<file path="config.mk">
export PLATFORM = sky130hd
export DESIGN_NAME = div_clk_ctrl
export DESIGN_NICKNAME = d
export VERILOG_FILES = /design/src/rtl/div_pkg.sv /design/src/rtl/div_clk_gen.sv /design/src/rtl/div_clk_ctrl.sv
export SDC_FILE = /design/constraint.sdc
export NUM_CORES = 1
export LEC_CHECK = 0
export BUFFER_PORTS_ARGS = -buffer_cell sky130_fd_sc_hd__buf_2
export CORE_ASPECT_RATIO = 0.8
export CORE_MARGIN = 4
export CORE_UTILIZATION = 60
export DETAILED_ROUTE_END_ITERATION = 7
export GPL_TIMING_DRIVEN = 0
export PLACE_DENSITY = 0.8
export SYNTH_ARGS = -nofsm -noshare
export SYNTH_HDL_FRONTEND = slang
export SYNTH_HIERARCHICAL = 1
export SYNTH_SLANG_ARGS = --single-unit
</file>
<file path="constraint.sdc">
create_clock -name clk -period 4.8 [get_ports clk]
set_input_delay 0.48 -clock clk [delete_from_list [all_inputs] [get_ports clk]]
set_output_delay 0.48 -clock clk [all_outputs]
set_load 0.01 [all_outputs]
</file>
<file path="src/rtl/div_pkg.sv">
// div_pkg: shared width default, minimum legal ratio and controller state encoding
// for the run-time clock divider.
package div_pkg;
    localparam int CNT_W_DEF = 8;
    localparam int DIV_MIN = 2;
    typedef enum logic [1:0] {S_OFF, S_RUN, S_PEND, S_STOP} state_t;
endpackage

</file>
<file path="src/rtl/div_clk_gen.sv">
// div_clk_gen: period counter, waveform flops and period tick of the integer divider.
// Optional DIV_CLK_ODD_DUTY50_EN adds a negedge copy of pos_q for 50% duty on odd ratios.
module div_clk_gen
    import div_pkg::*;
#(
    parameter int CNT_W       = CNT_W_DEF,
    parameter int DIV_DEFAULT = 3
) (
    input  logic             clk,
    input  logic             rst_n,
    input  logic             run,
    input  logic             load,
    input  logic [CNT_W-1:0] div_n,
    output logic             at_end,
    output logic             period_tick,
    output logic             div_clk
);
    logic [CNT_W-1:0] cnt, cnt_next, per_q, per_next;
    logic [CNT_W:0]   half;
    logic             run_q, pos_q;

    // per_q is the ratio of the period being counted; it only changes on a load so
    // a ratio change never shortens or stretches the running period.
    always_comb begin
        per_next = load ? div_n : per_q;
        cnt_next = (!run || load) ? '0 : cnt + 1'b1;
        half     = ({1'b0, per_next} + 1'b1) >> 1;
    end

    always_ff @(posedge clk) begin
        if (!rst_n) begin
            cnt   <= '0;
            per_q <= CNT_W'(DIV_DEFAULT);
            run_q <= 1'b0;
            pos_q <= 1'b0;
        end else begin
            cnt   <= cnt_next;
            per_q <= per_next;
            run_q <= run;
            pos_q <= run && ({1'b0, cnt_next} < half);
        end
    end

    assign at_end      = run_q && (cnt == per_q - 1'b1);
    assign period_tick = run_q && (cnt == '0);

`ifdef DIV_CLK_ODD_DUTY50_EN
    logic neg_q;

    always_ff @(negedge clk) begin
        if (!rst_n) neg_q <= 1'b0;
        else neg_q <= pos_q;
    end

    assign div_clk = per_q[0] ? (pos_q & neg_q) : pos_q;
`else
    assign div_clk = pos_q;
`endif
endmodule

</file>
<file path="src/rtl/div_clk_ctrl.sv">
// div_clk_ctrl: run-time divider controller; ratio handshake, pending ratio and
// boundary-aligned start/stop. Optional DIV_CLK_ODD_DUTY50_EN lives in div_clk_gen.
module div_clk_ctrl
    import div_pkg::*;
#(
    parameter int CNT_W       = CNT_W_DEF,
    parameter int DIV_DEFAULT = 3
) (
    input  logic             clk,
    input  logic             rst_n,
    input  logic             div_en,
    input  logic             cfg_valid,
    input  logic [CNT_W-1:0] cfg_div,
    output logic             cfg_ready,
    output logic             cfg_err,
    output logic [CNT_W-1:0] cur_div,
    output logic             div_busy,
    output logic             period_tick,
    output logic             div_clk
);
    state_t           state, state_n;
    logic [CNT_W-1:0] cur_n, pend_div, pend_n;
    logic             pend_v, pv_n, load, at_end, accept, acc_ok;

    assign cfg_ready = state != S_PEND;
    assign accept    = cfg_valid && cfg_ready;
    assign acc_ok    = accept && (cfg_div >= CNT_W'(DIV_MIN));
    assign div_busy  = state != S_OFF;

    always_comb begin
        state_n = state;
        cur_n   = cur_div;
        pend_n  = pend_div;
        pv_n    = pend_v;
        load    = 1'b1;
        if (state == S_OFF) begin
            if (acc_ok) cur_n = cfg_div;
            if (div_en) state_n = S_RUN;
        end else begin
            load = at_end;
            // In STOP the new ratio is reported at once but only counted from the next period.
            if (acc_ok && (state == S_STOP || at_end)) begin
                cur_n = cfg_div;
                pv_n  = 1'b0;
            end else if (acc_ok) begin
                pend_n = cfg_div;
                pv_n   = 1'b1;
            end
            if (at_end && pv_n) begin
                cur_n = pend_n;
                pv_n  = 1'b0;
            end
            state_n = at_end ? (div_en ? S_RUN : S_OFF)
                             : (div_en ? (pv_n ? S_PEND : S_RUN) : S_STOP);
        end
    end

    always_ff @(posedge clk) begin
        if (!rst_n) begin
            state    <= S_OFF;
            cur_div  <= CNT_W'(DIV_DEFAULT);
            pend_div <= '0;
            pend_v   <= 1'b0;
            cfg_err  <= 1'b0;
        end else begin
            state    <= state_n;
            cur_div  <= cur_n;
            pend_div <= pend_n;
            pend_v   <= pv_n;
            cfg_err  <= accept && !acc_ok;
        end
    end

    div_clk_gen #(.CNT_W(CNT_W), .DIV_DEFAULT(DIV_DEFAULT)) u_gen (
        .clk        (clk),
        .rst_n      (rst_n),
        .run        (state_n != S_OFF),
        .load       (load),
        .div_n      (cur_n),
        .at_end     (at_end),
        .period_tick(period_tick),
        .div_clk    (div_clk)
    );
endmodule

</file>
# --- Word-level counts from Yosys, hierarchy flattened ---
# Cells that the tools add are included.
word_totals:
  register_bits: 38
  inputBits: 12
  output_inout_bits: 13
  word_cells: 53
op_classes:
  add_sub_neg: 3
  magnitude_cmp: 2
  n_eq_ne: 3
  mux: 20
  n_reduce_logical: 16
op_table:
  columns: ["operator", "n"]
  rows:
  - ["$mux W8", 8]
  - ["$mux W2", 5]
  - ["$add A8 B1 Y9 const B", 1]
  - ["$add A8 B1 Y8 const B", 1]
  - ["$eq A8 B8 Y1", 1]
  - ["$ge A8 B2 Y1 const B", 1]
  - ["$logic_and A1 B1 Y1", 8]
  - ["$logic_not A8 Y1", 1]
  - ["$lt A8 B8 Y1", 1]
  - ["$sub A8 B1 Y8 const B", 1]
  - ["$mux W1", 7]
  - ["$reduce_bool A2 Y1", 2]
  - ["$eq A2 B2 Y1 const B", 1]
  - ["$logic_not A1 Y1", 2]
  - ["$logic_not A2 Y1", 1]
  - ["$logic_or A1 B1 Y1", 2]
  - ["$ne A2 B2 Y1 const B", 1]

# --- Logic depth before layout (Yosys ltp) ---
logic_depth:
  ltp_word: 20
  depth_mapped: 24
  ltp_nobuf: 22

# --- Cells and area by module ---
# Netlist, hierarchy kept.
by_module_without_submodules:
  columns: ["module", "instances", "cells_each", "area_per_inst_um2", "seq_area_each_um2"]
  rows:
  - ["div_clk_gen", 1, 170, 1421.4, 360.3]
  - ["div_clk_ctrl", 1, 146, 1268.7, 400.4]

# --- Worst setup path after synthesis ---
# No wires, ideal clock.
synth_path:
  kind: "register to register"
  from: "register u_gen.per_q[0]"
  to: "register u_gen.pos_q, in the netlist u_gen/div_clk"
  setup_time_ns: 0.058
  t_arrival_ns: 4.296
  required_time_ns: 4.742
  setup_slack_ns: 0.446
  path_stages_with_launch: 24
  path_buffers: 3
  period_less_slack_ns: 4.354
  cell_sequence: "dfxtp_1 > buf_2 > inv_1 > ha_1 > buf_2 > o21bai_1 > a211oi_1 > o21ai_1 > a211oi_2 > a21o_1 > clkbuf_1 > nand2_1 > mux2i_1 > o211ai_1 > mux2i_1 > inv_1 > ha_1 > o21ai_1 > nor2_1 > xor2_1 > ha_1 > and4_1 > a211oi_1 > o211a_1"
synth_between:
  elab_cells_between_ends: 27
  cone_classes: "add/sub: 2; order compare: 1; eq/ne: 1; mux: 15; reduce/logical: 8"
synth_rtl:
  columns: ["element", "line_no", "rtl"]
  rows:
  - ["start: declaration", "div_clk_gen.sv:18", "logic [CNT_W-1:0] cnt, cnt_next, per_q, per_next;"]
  - ["start signal: assignment", "div_clk_gen.sv:33", "per_q <= CNT_W'(DIV_DEFAULT);"]
  - ["start signal: assignment", "div_clk_gen.sv:38", "per_q <= per_next;"]
  - ["$sub A8 B1 Y8 (*)", "div_clk_gen.sv:44", "assign at_end = run_q && (cnt == per_q - 1'b1);"]
  - ["$eq A8 B8 Y1 (*)", "div_clk_gen.sv:44", null]
  - ["$logic_and A1 B1 Y1 (*)", "div_clk_gen.sv:44", null]
  - ["named net at_end", "div_clk_ctrl.sv:23", "logic pend_v, pv_n, load, at_end, accept, acc_ok;"]
  - ["$logic_or A1 B1 Y1", "div_clk_ctrl.sv:42", "if (acc_ok && (state == S_STOP || at_end)) begin"]
  - ["$logic_and A1 B1 Y1", "div_clk_ctrl.sv:42", null]
  - ["$mux W1", "div_clk_ctrl.sv:42", null]
  - ["$mux W1", "div_clk_ctrl.sv:36", "if (state == S_OFF) begin"]
  - ["$logic_and A1 B1 Y1", "div_clk_ctrl.sv:49", "if (at_end && pv_n) begin"]
  - ["$mux W8 (*)", "div_clk_ctrl.sv:49", null]
  - ["$mux W8 (*)", "div_clk_ctrl.sv:36", null]
  - ["named net cur_n[1]", "div_clk_ctrl.sv:22", "logic [CNT_W-1:0] cur_n, pend_div, pend_n;"]
  - ["$mux W8 (*)", "div_clk_gen.sv:25", "per_next = load ? div_n : per_q;"]
  - ["named net u_gen.per_next[1]", "div_clk_gen.sv:18", null]
  - ["$add A8 B1 Y9 (*)", "div_clk_gen.sv:27", "half = ({1'b0, per_next} + 1'b1) >> 1;"]
  - ["$lt A8 B8 Y1 (*)", "div_clk_gen.sv:40", "pos_q <= run && ({1'b0, cnt_next} < half);"]
  - ["$logic_and A1 B1 Y1 (*)", "div_clk_gen.sv:40", null]
  - ["end signal: assignment", "div_clk_gen.sv:40", null]
  - ["end: declaration", "div_clk_gen.sv:20", "logic run_q, pos_q;"]
# Mark *: on every way through the listed nets, which the timed path passes. The rest lies on a longest branch. The select of a mux whose other input is x is not followed.
# A chain may end at the register's enable or synchronous reset.

# --- Worst setup path in the final report ---
# Ends and elaborated chain as after synthesis.

==> metrics.md <==
| Metric | Value |
|---|---|
| Clock-pin transition on the worst setup and hold timing paths | `~0.08 ns` |
| Post-Syn Area | `2690 um^2` |
| Hold Path End | `state[0]` |
| CP Capture Type | `flop` |
| DR pass1 iterations | `5` |
| Placed Area | `roughly 2900 um^2` |
| Fill count | `between 300 and 400` |
| Yosys top cell area share | `0.283` |
| Syn-to-layout area delta | `15.1%` |
| Min Hold Slack | `0.398 ns` |
| DP HPWL | `roughly 5200 um` |
| DRC | `0` |
| Gr usage total | `0.261` |
| Primary FF master, synth | `dfxtp_1` |
| Hold Crit Start | `div_en` |
| Fin cells | `between 400 and 500` |
| 1st-iter DRT viols | `240` |
| CTS H-tree depth | `2` |
| Hold Crit Class | `in2reg` |
| CTS Buffer Depth | `2` |
| Sequential cell area | `761 um^2` |
| WHS Path Cells | `2` |
| Gate power share | `0.432` |
| Reg power frac | `0.328` |
| Area of the multi-input gates | `approximately 1800 um^2` |
| Vias in the first global route | `2282` |
| Crit. Startpoint | `u_gen/per_q[0]` |
| Synthesis warning total | `6` |
| Synth area leaders | `dfxtp_1 28%, ha_1 5.1%, a22o_1 4.6%` |
| Vias | `between 2000 and 3000` |
| Worst reg-to-reg setup slack | `0.30 ns` |
| Hold_buf cts | `0` |
| Clock Tree Root | `clkbuf_8` |
| FP Rows | `21` |
| Final Cell Area | `a little over 3000 um^2` |
| Horiz. Die Dim | `slightly above 80 um` |
| Yosys reg bits | `38` |
| Final wirelength | `between 7000 and 8000 um` |
| Slew HR | `0.589` |
| NetSw | `approximately 450 uW` |
| Leak pwr | `0.00132 uW` |
| F_max | `0.222 GHz` |
| Layout cells sized above 1 | `0.251` |
| Total core area | `4260 um^2` |
| Clock group share of total power | `0.240` |
| PD cells | `382 nW/um^2` |
| Crit path max fanout | `8` |
| Gate Count Post-Synth | `between 300 and 400` |
| Die height | `roughly 68 um` |
| Final hold viol count | `0` |
| Final Net Count | `roughly 380` |
| Synth cell types | `62` |
| Syn_area_per_cell | `around 8.5 um^2` |
| Gp weighted congestion | `0.888` |
| Post-route minimum period | `around 4.5 ns` |
| DIE AREA | `approximately 5600 um^2` |
| CP Class | `reg2reg` |
| N_diodes | `0` |
| WL per Instance | `roughly 17 um` |
| Worst-Margin Slew | `around 0.62 ns` |
| Total Power | `between 1000 and 1500 uW` |
| P_int | `approximately 730 uW` |
| Antenna-violating nets left | `0` |
| Crit Reg-Reg Endpoint | `u_gen/div_clk` |
| CP required | `around 5 ns` |
| Max-cap violation count | `0` |
| Crit path DAT | `4.74 ns` |
| PortBufs | `24` |
| Status | `complete, no violations` |
| Max Slew Vio Count | `0` |
| Setup violators final | `0` |
| First-pass GRT wire length | `approximately 12000 um` |
| Starting density of the core | `0.632` |
| Pre-CTS setup slack | `-0.352 ns` |
| Initial antenna violation count | `0` |
| Worst skew pair latency | `around 0.3 ns` |
| CTS tree | `yes` |
| Asr flop ratio synth | `0` |
| Io pins | `25` |
| TritonCTS buffer count | `5` |
| Highest-count cells in the layout ignoring fill and taps | `38 x dfxtp_1, 32 x buf_2, 30 x nand2_1` |
| Sw Ratio | `0.381` |
| Maximum VDD drop | `~0.22 mV` |
| Vias per Instance | `6.22` |
| Post-synth EDFFs | `0` |
| R2R depth | `25` |
| Largest net degree at the start of global routing | `16` |
| Commonest non-fill, non-tap cell in the layout | `dfxtp_1` |
| Post-synth top area cell | `dfxtp_1` |
| Clock sinks | `38` |
| Placed Instances | `~400` |
| Syn Nets | `339` |
| Crit share post-route | `0.937` |
| Grt ovf | `0` |
| Crit start category | `flop` |
| R2r startpoint | `u_gen/per_q[0]` |
| Register area share after synthesis | `0.283` |
| Clock skew | `between 0.007 and 0.008 ns` |
| Final worst slack | `~0.30 ns` |
how the worst max path moves through the flow:
stage / end / depth (start not counted)
after detailed placement: u_gen/div_clk / 23
after CTS: u_gen/div_clk / 24
after floorplan: u_gen/div_clk / 23
after global placement: u_gen/div_clk / 23
after global routing: u_gen/div_clk / 22
final: u_gen/div_clk / 25
layout make-up:
type                    instances  area share
inverters                      13      0.0158
multi-input cells             248       0.587
plain buffers                  16      0.0311
clock buffers                   6      0.0267
clock inverters                 1     0.00970
repair buffers                 33      0.0606
well taps                      57      0.0230
flip-flops and latches         38       0.246
stage by stage:
step,utilization,setup TNS (ns)
2_1_floorplan,-,0
3_3_place_gp,0.677,-0.237
3_5_place_dp,0.677,-0.352
4_1_cts,0.710,0
5_1_grt,0.728,-0.0101
6_report,0.728,0
cell families (layout without fill, tap and decap cells):
kind of cell,Yosys count,in the layout,synth area share
multiplexers,14,14,0.0544
flip-flops,38,38,0.283
buffers and inverters,30,69,0.0544
XOR/XNOR,18,18,0.0586
AO/OA/AOI/OAI,82,82,0.242
AND/OR/NAND/NOR,123,123,0.256
adder cells (fa/ha/maj),11,11,0.0512
power groups by stage:
stage          Sequential, uW  Combinational (uW)  Clock (uW)
3_3_place_gp              393                 451           0
5_1_grt                   395                 557         301
4_1_cts                   387                 480         283
6_report                  389                 511         284
2_1_floorplan             393                 347           0
3_5_place_dp              394                 463           0
cell usage after synthesis, types with 3 or more instances:
master    number
dfxtp_1       38
nand2_1       31
nor2_1        25
a22o_1        14
inv_1         12
mux2i_1       12
a21oi_1       11
ha_1          11
nand3_1       11
and3_1        10
buf_2          9
nor3_1         9
o21ai_0        9
xnor2_1        9
xor2_1         9
a31oi_1        8
a21boi_0       7
o21ai_2        7
nor2b_1        5
nand2b_1       4
or3_1          4
and2_1         3
clkbuf_1       3
nor4_1         3
critical path, cell delays in order, from the launching register on:
cell and delay, ns:
dfxtp_1 0.31, clkbuf_4 0.19, inv_1 0.07, ha_1 0.19, buf_2 0.17, xnor2_1 0.13, and4b_1 0.18, a41oi_2 0.21
a211oi_4 0.10, buf_4 0.15, nor3b_4 0.25, o21ai_4 0.15, buf_4 0.17, a22o_1 0.17, nand2_1 0.08, o211ai_1 0.12
mux2i_2 0.24, inv_1 0.09, ha_2 0.21, o21ai_2 0.10, nor2_2 0.08, xor2_1 0.17, ha_1 0.30, and4_1 0.23
a211oi_2 0.21, o211a_1 0.17
registers in the layout (all words and copies together), names as in the netlist:
register	flops
cfg_err	1
cur_div	8
pend_div	8
pend_v	1
state	2
u_gen/cnt	8
u_gen/div_clk	1
u_gen/per_q	8
u_gen/run_q	1
metal layers:
metal / wire, um / part of all wire / track usage
met1: 3420 / 0.48 / 0.385
met2: 3090 / 0.43 / 0.389
met3: 524 / 0.073 / 0.0493
met4: 103 / 0.014 / 0.0694
met5: 0 / 0 / 0
what timing repair did:
item / CTS / global route
pin swaps: 2 / 6
setup buffers: 3 / 6
setup endpoints to repair: 1 / 1
hold endpoints to repair: 0 / 0
resized for setup: 2 / 9
gates cloned: 0 / 0
Note: power is estimated with default switching activity, not from simulation.
